==> config.mk <==
export PLATFORM = sky130hd
export DESIGN_NAME = voice_num_sequencer
export DESIGN_NICKNAME = d
export VERILOG_FILES = /design/src/rtl/voice_num_sequencer.sv
export SDC_FILE = /design/constraint.sdc
export NUM_CORES = 1
export LEC_CHECK = 0
export CORE_MARGIN = 2
export CORE_UTILIZATION = 54
export DETAILED_ROUTE_END_ITERATION = 16
export GPL_TIMING_DRIVEN = 0
export MAX_ROUTING_LAYER = met4
export PLACE_DENSITY_LB_ADDON = 0.3
export SLEW_MARGIN = 25
export SYNTH_ARGS = -nofsm -noshare
export SYNTH_HDL_FRONTEND = slang
export SYNTH_SLANG_ARGS = --single-unit
==> constraint.sdc <==
create_clock -name clk -period 2.5 [get_ports clk]
set_input_delay 0.25 -clock clk [delete_from_list [all_inputs] [get_ports clk]]
set_output_delay 0.25 -clock clk [all_outputs]
set_load 0.01 [all_outputs]
==> src/rtl/voice_num_sequencer.sv <==
// Number announcer: converts a binary reading to decimal (iterative double-dabble)
// and streams the voice-segment codes that speak it over a valid/ready handshake.
module voice_num_sequencer #(
  parameter int                VAL_W        = 10,
  parameter int                MAX_DIG      = 3,
  parameter int                CODE_W       = 5,
  parameter logic [CODE_W-1:0] ZERO_CODE    = 5'b11110,
  parameter logic [CODE_W-1:0] NONE_CODE    = 5'b01000,
  parameter logic [CODE_W-1:0] HUNDRED_CODE = 5'b00111,
  parameter int                ONES_BASE    = 30,
  parameter int                TENS_BASE    = 21
) (
  input  logic              clk,
  input  logic              rst,
  input  logic              start,
  input  logic [VAL_W-1:0]  value,
  output logic              busy,
  output logic [CODE_W-1:0] code,
  output logic              code_valid,
  input  logic              code_ready,
  output logic              done
);

  localparam int          BCD_W   = (MAX_DIG + 1) * 4;
  localparam int          CNT_W   = $clog2(VAL_W + 1);
  localparam logic [31:0] MAX_VAL = 32'(10 ** MAX_DIG - 1);

  localparam logic [1:0] IDLE = 2'd0;
  localparam logic [1:0] CONV = 2'd1;
  localparam logic [1:0] EMIT = 2'd2;
  localparam logic [1:0] FIN  = 2'd3;

  if (MAX_DIG < 2 || MAX_DIG > 3) begin : gDigCheck
    $error("voice_num_sequencer: MAX_DIG must be 2 or 3");
  end
  if (VAL_W < 31 && ((1 << VAL_W) - 1) < (10 ** MAX_DIG - 1)) begin : gWidthCheck
    $error("voice_num_sequencer: VAL_W too narrow for 10^MAX_DIG-1");
  end

  function automatic logic [CODE_W-1:0] onesCode(input logic [3:0] d);
    return CODE_W'(ONES_BASE - int'(d));
  endfunction

  function automatic logic [CODE_W-1:0] tensCode(input logic [3:0] d);
    return CODE_W'(TENS_BASE - int'(d));
  endfunction

  logic [1:0]        state_q, state_d;
  logic [VAL_W-1:0]  shift_q, shift_d;
  logic [BCD_W-1:0]  bcd_q, bcd_d;
  logic [CNT_W-1:0]  bitCnt_q, bitCnt_d;
  logic              oor_q, oor_d;
  logic [CODE_W-1:0] seg_q [4];
  logic [CODE_W-1:0] seg_d [4];
  logic [2:0]        segLen_q, segLen_d;
  logic [1:0]        idx_q, idx_d;
  logic [CODE_W-1:0] code_q, code_d;
  logic              codeValid_q, codeValid_d;

  logic [BCD_W-1:0]  bcdAdj;
  logic [BCD_W-1:0]  bcdShift;
  logic [3:0]        hunD, tensD, onesD;
  logic              oorAll;
  logic [CODE_W-1:0] segNext [4];
  logic [2:0]        segCnt;

  // One double-dabble step: add 3 to every digit >= 5, then shift in the next value bit.
  always_comb begin
    bcdAdj = bcd_q;
    for (int i = 0; i < MAX_DIG + 1; i++) begin
      if (bcd_q[4*i +: 4] >= 4'd5) begin
        bcdAdj[4*i +: 4] = bcd_q[4*i +: 4] + 4'd3;
      end
    end
  end

  assign bcdShift = {bcdAdj[BCD_W-2:0], shift_q[VAL_W-1]};
  assign onesD    = bcdShift[3:0];
  assign tensD    = bcdShift[7:4];
  assign hunD     = (MAX_DIG >= 3) ? bcdShift[11:8] : 4'd0;
  // A carry out of the overflow digit or a nonzero overflow digit also means out of range.
  assign oorAll   = oor_q || bcdAdj[BCD_W-1] || (bcdShift[BCD_W-1 -: 4] != 4'd0);

  always_comb begin
    segNext = '{default: NONE_CODE};
    segCnt  = 3'd0;
    if (oorAll) begin
      segNext[0] = NONE_CODE;
      segCnt     = 3'd1;
    end else if (hunD == 4'd0 && tensD == 4'd0 && onesD == 4'd0) begin
      segNext[0] = ZERO_CODE;
      segCnt     = 3'd1;
    end else begin
      if (hunD != 4'd0) begin
        segNext[0] = onesCode(hunD);
        segNext[1] = HUNDRED_CODE;
        segCnt     = 3'd2;
        if (tensD != 4'd0) begin
          segNext[segCnt[1:0]] = tensCode(tensD);
          segCnt               = segCnt + 3'd1;
        end else if (onesD != 4'd0) begin
          segNext[segCnt[1:0]] = ZERO_CODE;
          segCnt               = segCnt + 3'd1;
        end
      end else if (tensD != 4'd0) begin
        segNext[0] = tensCode(tensD);
        segCnt     = 3'd1;
      end
      if (onesD != 4'd0) begin
        segNext[segCnt[1:0]] = onesCode(onesD);
        segCnt               = segCnt + 3'd1;
      end
    end
  end

  always_comb begin
    state_d     = state_q;
    shift_d     = shift_q;
    bcd_d       = bcd_q;
    bitCnt_d    = bitCnt_q;
    oor_d       = oor_q;
    seg_d       = seg_q;
    segLen_d    = segLen_q;
    idx_d       = idx_q;
    code_d      = code_q;
    codeValid_d = codeValid_q;
    case (state_q)
      IDLE: begin
        if (start) begin
          shift_d  = value;
          bcd_d    = '0;
          bitCnt_d = '0;
          oor_d    = 32'(value) > MAX_VAL;
          state_d  = CONV;
        end
      end
      CONV: begin
        shift_d  = {shift_q[VAL_W-2:0], 1'b0};
        bcd_d    = bcdShift;
        bitCnt_d = bitCnt_q + CNT_W'(1);
        // The list is registered in the last conversion cycle so the first code follows directly.
        if (bitCnt_q == CNT_W'(VAL_W - 1)) begin
          seg_d       = segNext;
          segLen_d    = segCnt;
          idx_d       = 2'd0;
          code_d      = segNext[0];
          codeValid_d = 1'b1;
          state_d     = EMIT;
        end
      end
      EMIT: begin
        if (codeValid_q && code_ready) begin
          if ({1'b0, idx_q} + 3'd1 == segLen_q) begin
            codeValid_d = 1'b0;
            code_d      = '0;
            state_d     = FIN;
          end else begin
            idx_d  = idx_q + 2'd1;
            code_d = seg_q[idx_q + 2'd1];
          end
        end
      end
      default: state_d = IDLE;
    endcase
  end

  always_ff @(posedge clk) begin
    if (rst) begin
      state_q     <= IDLE;
      shift_q     <= '0;
      bcd_q       <= '0;
      bitCnt_q    <= '0;
      oor_q       <= 1'b0;
      seg_q       <= '{default: '0};
      segLen_q    <= '0;
      idx_q       <= '0;
      code_q      <= '0;
      codeValid_q <= 1'b0;
    end else begin
      state_q     <= state_d;
      shift_q     <= shift_d;
      bcd_q       <= bcd_d;
      bitCnt_q    <= bitCnt_d;
      oor_q       <= oor_d;
      seg_q       <= seg_d;
      segLen_q    <= segLen_d;
      idx_q       <= idx_d;
      code_q      <= code_d;
      codeValid_q <= codeValid_d;
    end
  end

  assign busy       = (state_q == CONV) || (state_q == EMIT);
  assign done       = (state_q == FIN);
  assign code       = code_q;
  assign code_valid = codeValid_q;

endmodule

==> metrics <==
outcome=finished with violations; failing checks=DRC; Logic pwr share=0.362; Sw Pwr=approximately 0.0011 W; internal power=0.00193 W; Die H=85.9 um; max-cap violations=0; clk root buf=clkbuf_8; Static Leak=1.66 nW; area of the mapped netlist=between 3000 and 4000 sq um; Fmax achieved=~0.40 GHz; most common cell in the netlist=nor2_1; top cells by count, synth=66 x nor2_1, 64 x dfxtp_1, 44 x nand2_1; fin nets=525; Synth Register Bits=between 60 and 70; clock network power share=0.244; Least-Margin Pin Slew=around 0.65 ns; fraction of layout cells with a size suffix above 1=0.208; # IOs=22; Max Fanout on Critical Path=5; CP Capture Type=flop; Crit Path Class=flop to flop; GRT Overall Usage=0.283; Tmin final=2.48 ns; Inserted Diodes=0; Worst EP arrival=about 2.8 ns; Async SR Flop Fraction=0; Post-synth EDFFs=0; gr ovfl total=0; Seq/Total Area, Yosys=0.354; Via density=6.14; Synth top area share=0.354; H-tree lvl count=3; multi-input logic area=2460 sq um; Syn Area/Cell=a little over 8 sq um; clock sinks=64; wirelength, routed=~9800 um; Final Max Slew Viols=0; yosys warns=0; Clock Skew=0.00694 ns; fin area=4520 sq um; Synth Net Count=476; WL/cell=17.0 um; RSZ-0062 raised after global routing=yes; Reg area=1300 sq um; Switching Share=0.370; vias in the first global route=3403; fin cells=573; initial antenna violation count=0; CTS Hold Bufs=0; Placer Congestion=0.966; Synth Flop Type=dfxtp_1; dpl hpwl=6460 um; total CTS buffers=9; fill cell count=501; CTS tree=yes; DP Area=3940 sq um; final setup vio count=0; Worst Hold Slack=0.457 ns; initial cell density of the core=0.564; Area Growth Syn to Fin=24.7%; die area=7380 sq um; Final Hold Vio Count=0; IR Drop Worst-Case VDD=0.683 mV; Post-DRT Antenna Nets=0; dominant cell type by area after synthesis=dfxtp_1; Detailed Routing Iterations Pass 1=13; worst rel slew slack=0.564; clk_lat worst skew=0.35 ns; drt drc=2; largest cells by area after synthesis=dfxtp_1 35%, nor2_1 6.8%, ha_1 6.6%, a21oi_1 4.7%, mux2i_1 4.7%; # port buffers=21; sequential power share=0.395; largest net degree at the start of global routing=11; core area=approximately 6400 sq um; pwr/cell area=678 nW/um^2; placed cells=541; Clock Pin Slew Worst Setup and Hold Paths=roughly 0.070 ns; Cells after Synth=443; die span in x=85.9 um; Clock Tree Buf Depth=2; final worst-path cycle share=0.993; first-pass GRT wire length=15900 um; Req. time, crit path=2.78 ns; Yosys cell types=52; row count=29; crit start category=flop; vias=3516; worst min-delay path category=flop to flop; Iter 0 DRT Violations=346; Final Util=0.703
[timing repair]
action                     in CTS  in global routing
setup endpoints to repair      25                 24
pin swaps                       6                 19
buffers inserted               11                  8
gates resized for setup        36                 41
[cell families (layout without fill, tap and decap cells)]
family	Yosys count	after routing	synth area share
buf+inv	41	94	0.0460
mux	22	22	0.0781
flops	64	64	0.354
compound gates	119	119	0.213
fa+ha+maj	19	19	0.0657
xor+xnor	10	10	0.0263
simple gates	168	168	0.217
[sequential cells by signal (all words and copies together), names as in the netlist]
name and cells:
bcd_q 16, bitCnt_q 4, code 5, code_valid 1, idx_q 2, oor_q 1
segLen_q 3, seg_q 20, shift_q 10, state_q 2
[routing by layer]
| layer | vias up | part of all wire | global-route usage |
|---|---|---|---|
| met1 | 1637 | 0.42 | 0.339 |
| met5 | - | 0 | - |
| met4 | 0 | 0.027 | 0.114 |
| li1 | 1689 | - | - |
| met2 | 163 | 0.48 | 0.445 |
| met3 | 27 | 0.072 | 0.0847 |
[power by group through the flow]
stage,Sequential [W],Clock (W),Combinational (W)
after global routing,0.00123,0.000800,0.00124
after global placement,0.00123,0,0.00102
final,0.00121,0.000746,0.00111
after CTS,0.00121,0.000751,0.00105
after detailed placement,0.00124,0,0.00104
after floorplan,0.00124,0,0.000687
[path summary, 6_finish.rpt]
check | slack [ns] | from | end | depth (start not counted)
max | 0.02 | bcd_q[4] | seg_q[19] | 11
min | 0.46 | seg_q[17] | seg_q[17] | 2
max reg2reg | 0.02 | bcd_q[4] | seg_q[19] | 11
min reg2reg | 0.46 | seg_q[17] | seg_q[17] | 2
[placed cells by master (no fill, tap or decap), types with 8 or more instances in the layout]
cell	synthesis	final
a211oi_1	15	12
a21oi_1	34	31
a22oi_1	20	19
buf_4	0	20
clkbuf_1	20	19
clkbuf_8	0	9
clkdlybuf4s50_1	0	21
dfxtp_1	64	57
ha_1	19	10
inv_1	15	12
mux2i_1	17	14
nand2_1	44	44
nand3_1	9	8
nor2_1	66	61
o21ai_0	27	22
[per-stage QoR]
stage | worst slack, ns | total power (W) | setup TNS [ns]
6_report | 0.0187 | 0.00306 | 0
5_1_grt | -0.0942 | 0.00326 | -0.294
4_1_cts | 0.00459 | 0.00301 | 0
3_5_place_dp | -0.478 | 0.00227 | -6.57
3_3_place_gp | -0.449 | 0.00225 | -5.63
2_1_floorplan | 0.0103 | 0.00193 | 0
[cell type report]
cell class                 instances  area share
buffer                            24      0.0222
clock buffer                      11      0.0291
clock inverter                     4     0.00499
inverter                          15      0.0130
multi-input combinational        338       0.544
sequential                        64       0.287
tap                               77      0.0213
timing repair buffer              40      0.0781
[worst max-delay path, cell delays in order, from the launching register on]
cell and delay, ns:
dfxtp_4 0.39, inv_2 0.05, ha_4 0.17, nand2b_4 0.08, or3b_4 0.39, and2_4 0.16
ha_4 0.15, o211ai_1 0.12, buf_4 0.21, a21oi_4 0.04, or4_1 0.48, a21oi_1 0.16
No activity file was read; power rests on OpenSTA's default activity.
==> RTL edit (same settings) <==
Make the reset (`rst`) asynchronous in one clocked block.
--- a/src/rtl/voice_num_sequencer.sv
+++ b/src/rtl/voice_num_sequencer.sv
@@ -164,7 +164,7 @@
     endcase
   end
 
-  always_ff @(posedge clk) begin
+  always_ff @(posedge clk or posedge rst) begin
     if (rst) begin
       state_q     <= IDLE;
       shift_q     <= '0;
Formal check against the unedited RTL: differs if rst is asserted again (counterexample within 4 cycles, from zero or initial values and one cycle with rst high); with rst held inactive, the same outputs for 10 cycles.
==> RTL edit against the original RTL <==
- sequential share of layout area grew 5.3 points
- routed wire length fell by 6.1%
- sequential cell count unchanged
- clock skew up 2.1 ps
- first-iteration DRC count shrank 48%
- worst setup slack gained 85 ps
- final cell count decreased by 1.6%
- synthesized area increased by 8.7%
- critical path depth grew 1
- cell area up 4.2%
- synthesized cell count fell by 6.3%
- maximum frequency increased by 3.6%
- critical endpoint is now code[0]$_DFFE_PP0P_
- highest routed layer unchanged
Power is not compared: it rests on default switching activity, and its combinational part moved more than twofold at a synthesized area within 25%.
==> RTL edit: results (changes against the original RTL) <==
CTS
  • Buffers inserted during post-CTS setup optimization: 2 (-9)

Critical path
  • Critical path arrival: 2630 ps (-130 ps)
  • Cell depth of the worst flop-to-flop path: 12 (+1)

Routing
  • First DRT Iteration DRCs: 180 (-48%)
  • Met2 wire length: 4520 µm (-4.6%)
  • Post-route DRC violation count: 0 (-2)
  • Sum of routed wire segments on met1: 4040 µm (-0.84%)

Hold path
  • Worst hold path class: in2async

Layout
  • Proportion of cell area occupied by multi-input gates: 0.487 (-0.0572)
  • Buffer count excluding the clock tree in the final layout: 57 (-11%)
  • Layout multi-input combinational cell count: 310 (-8.3%)
  • Final net count: 495 (-5.7%)
  • Share of layout cells above drive strength 1: 0.196 (-0.0120)
  • Seq. cell area: 0.00160 mm² (+24%)

Synth
  • Post-synthesis xor/xnor area fraction: 0.0200 (-0.00623)
  • Post-synthesis async set-or-reset flop share: 1.00 (+1.00)
  • Synth Area in Adders: 0.0604 (-0.00524)
  • Synthesized netlist net count: 448 (-5.9%)
  • Cells after Synth: 415 (-6.3%)

Power and ir drop
  • Power Total: 4.99 mW

Run status
  • Outcome: finished, final reports clean

STA
  • Worst slew pin tran: 590 ps (-59.7 ps)

Placed design
  • RePlAce Congestion: 0.899 (-7.0%)
  • Cell total after placement: 536 (-0.92%)
  • Post-place setup slack: -399 ps (+78.6 ps)

Global route
  • Wire length of the first global-routing pass: 14,600 µm (-8.6%)
  • Met2 GRT Util: 0.382 (-0.0629)
  • Tot GR Track Use: 0.247 (-0.0359)
RTL edit: path summary, 6_finish.rpt:
kind | startpoint | endpoint | slack, ps
min in group clk | code[0]$_DFFE_PP0P_ | code[0]$_DFFE_PP0P_ | 490
min | rst | bitCnt_q[3]$_DFFE_PP0P_ | 220
min reg2reg | code[0]$_DFFE_PP0P_ | code[0]$_DFFE_PP0P_ | 490
max reg2reg | bcd_q[8]$_DFFE_PP0P_ | code[0]$_DFFE_PP0P_ | 100
max | bcd_q[8]$_DFFE_PP0P_ | code[0]$_DFFE_PP0P_ | 100
max in group asynchronous | rst | bcd_q[0]$_DFFE_PP0P_ | 1760
RTL edit: worst max-delay path, delay by kind of cell, from the launching register on:
family | cells | cell delay, ps
AOI/OAI and AO/OA | 5 | 870
DFF | 1 | 420
adders and majority gates | 2 | 360
and+or+nand+nor | 3 | 310
xor gates and xnor gates | 1 | 180
buffers and inverters | 1 | 140
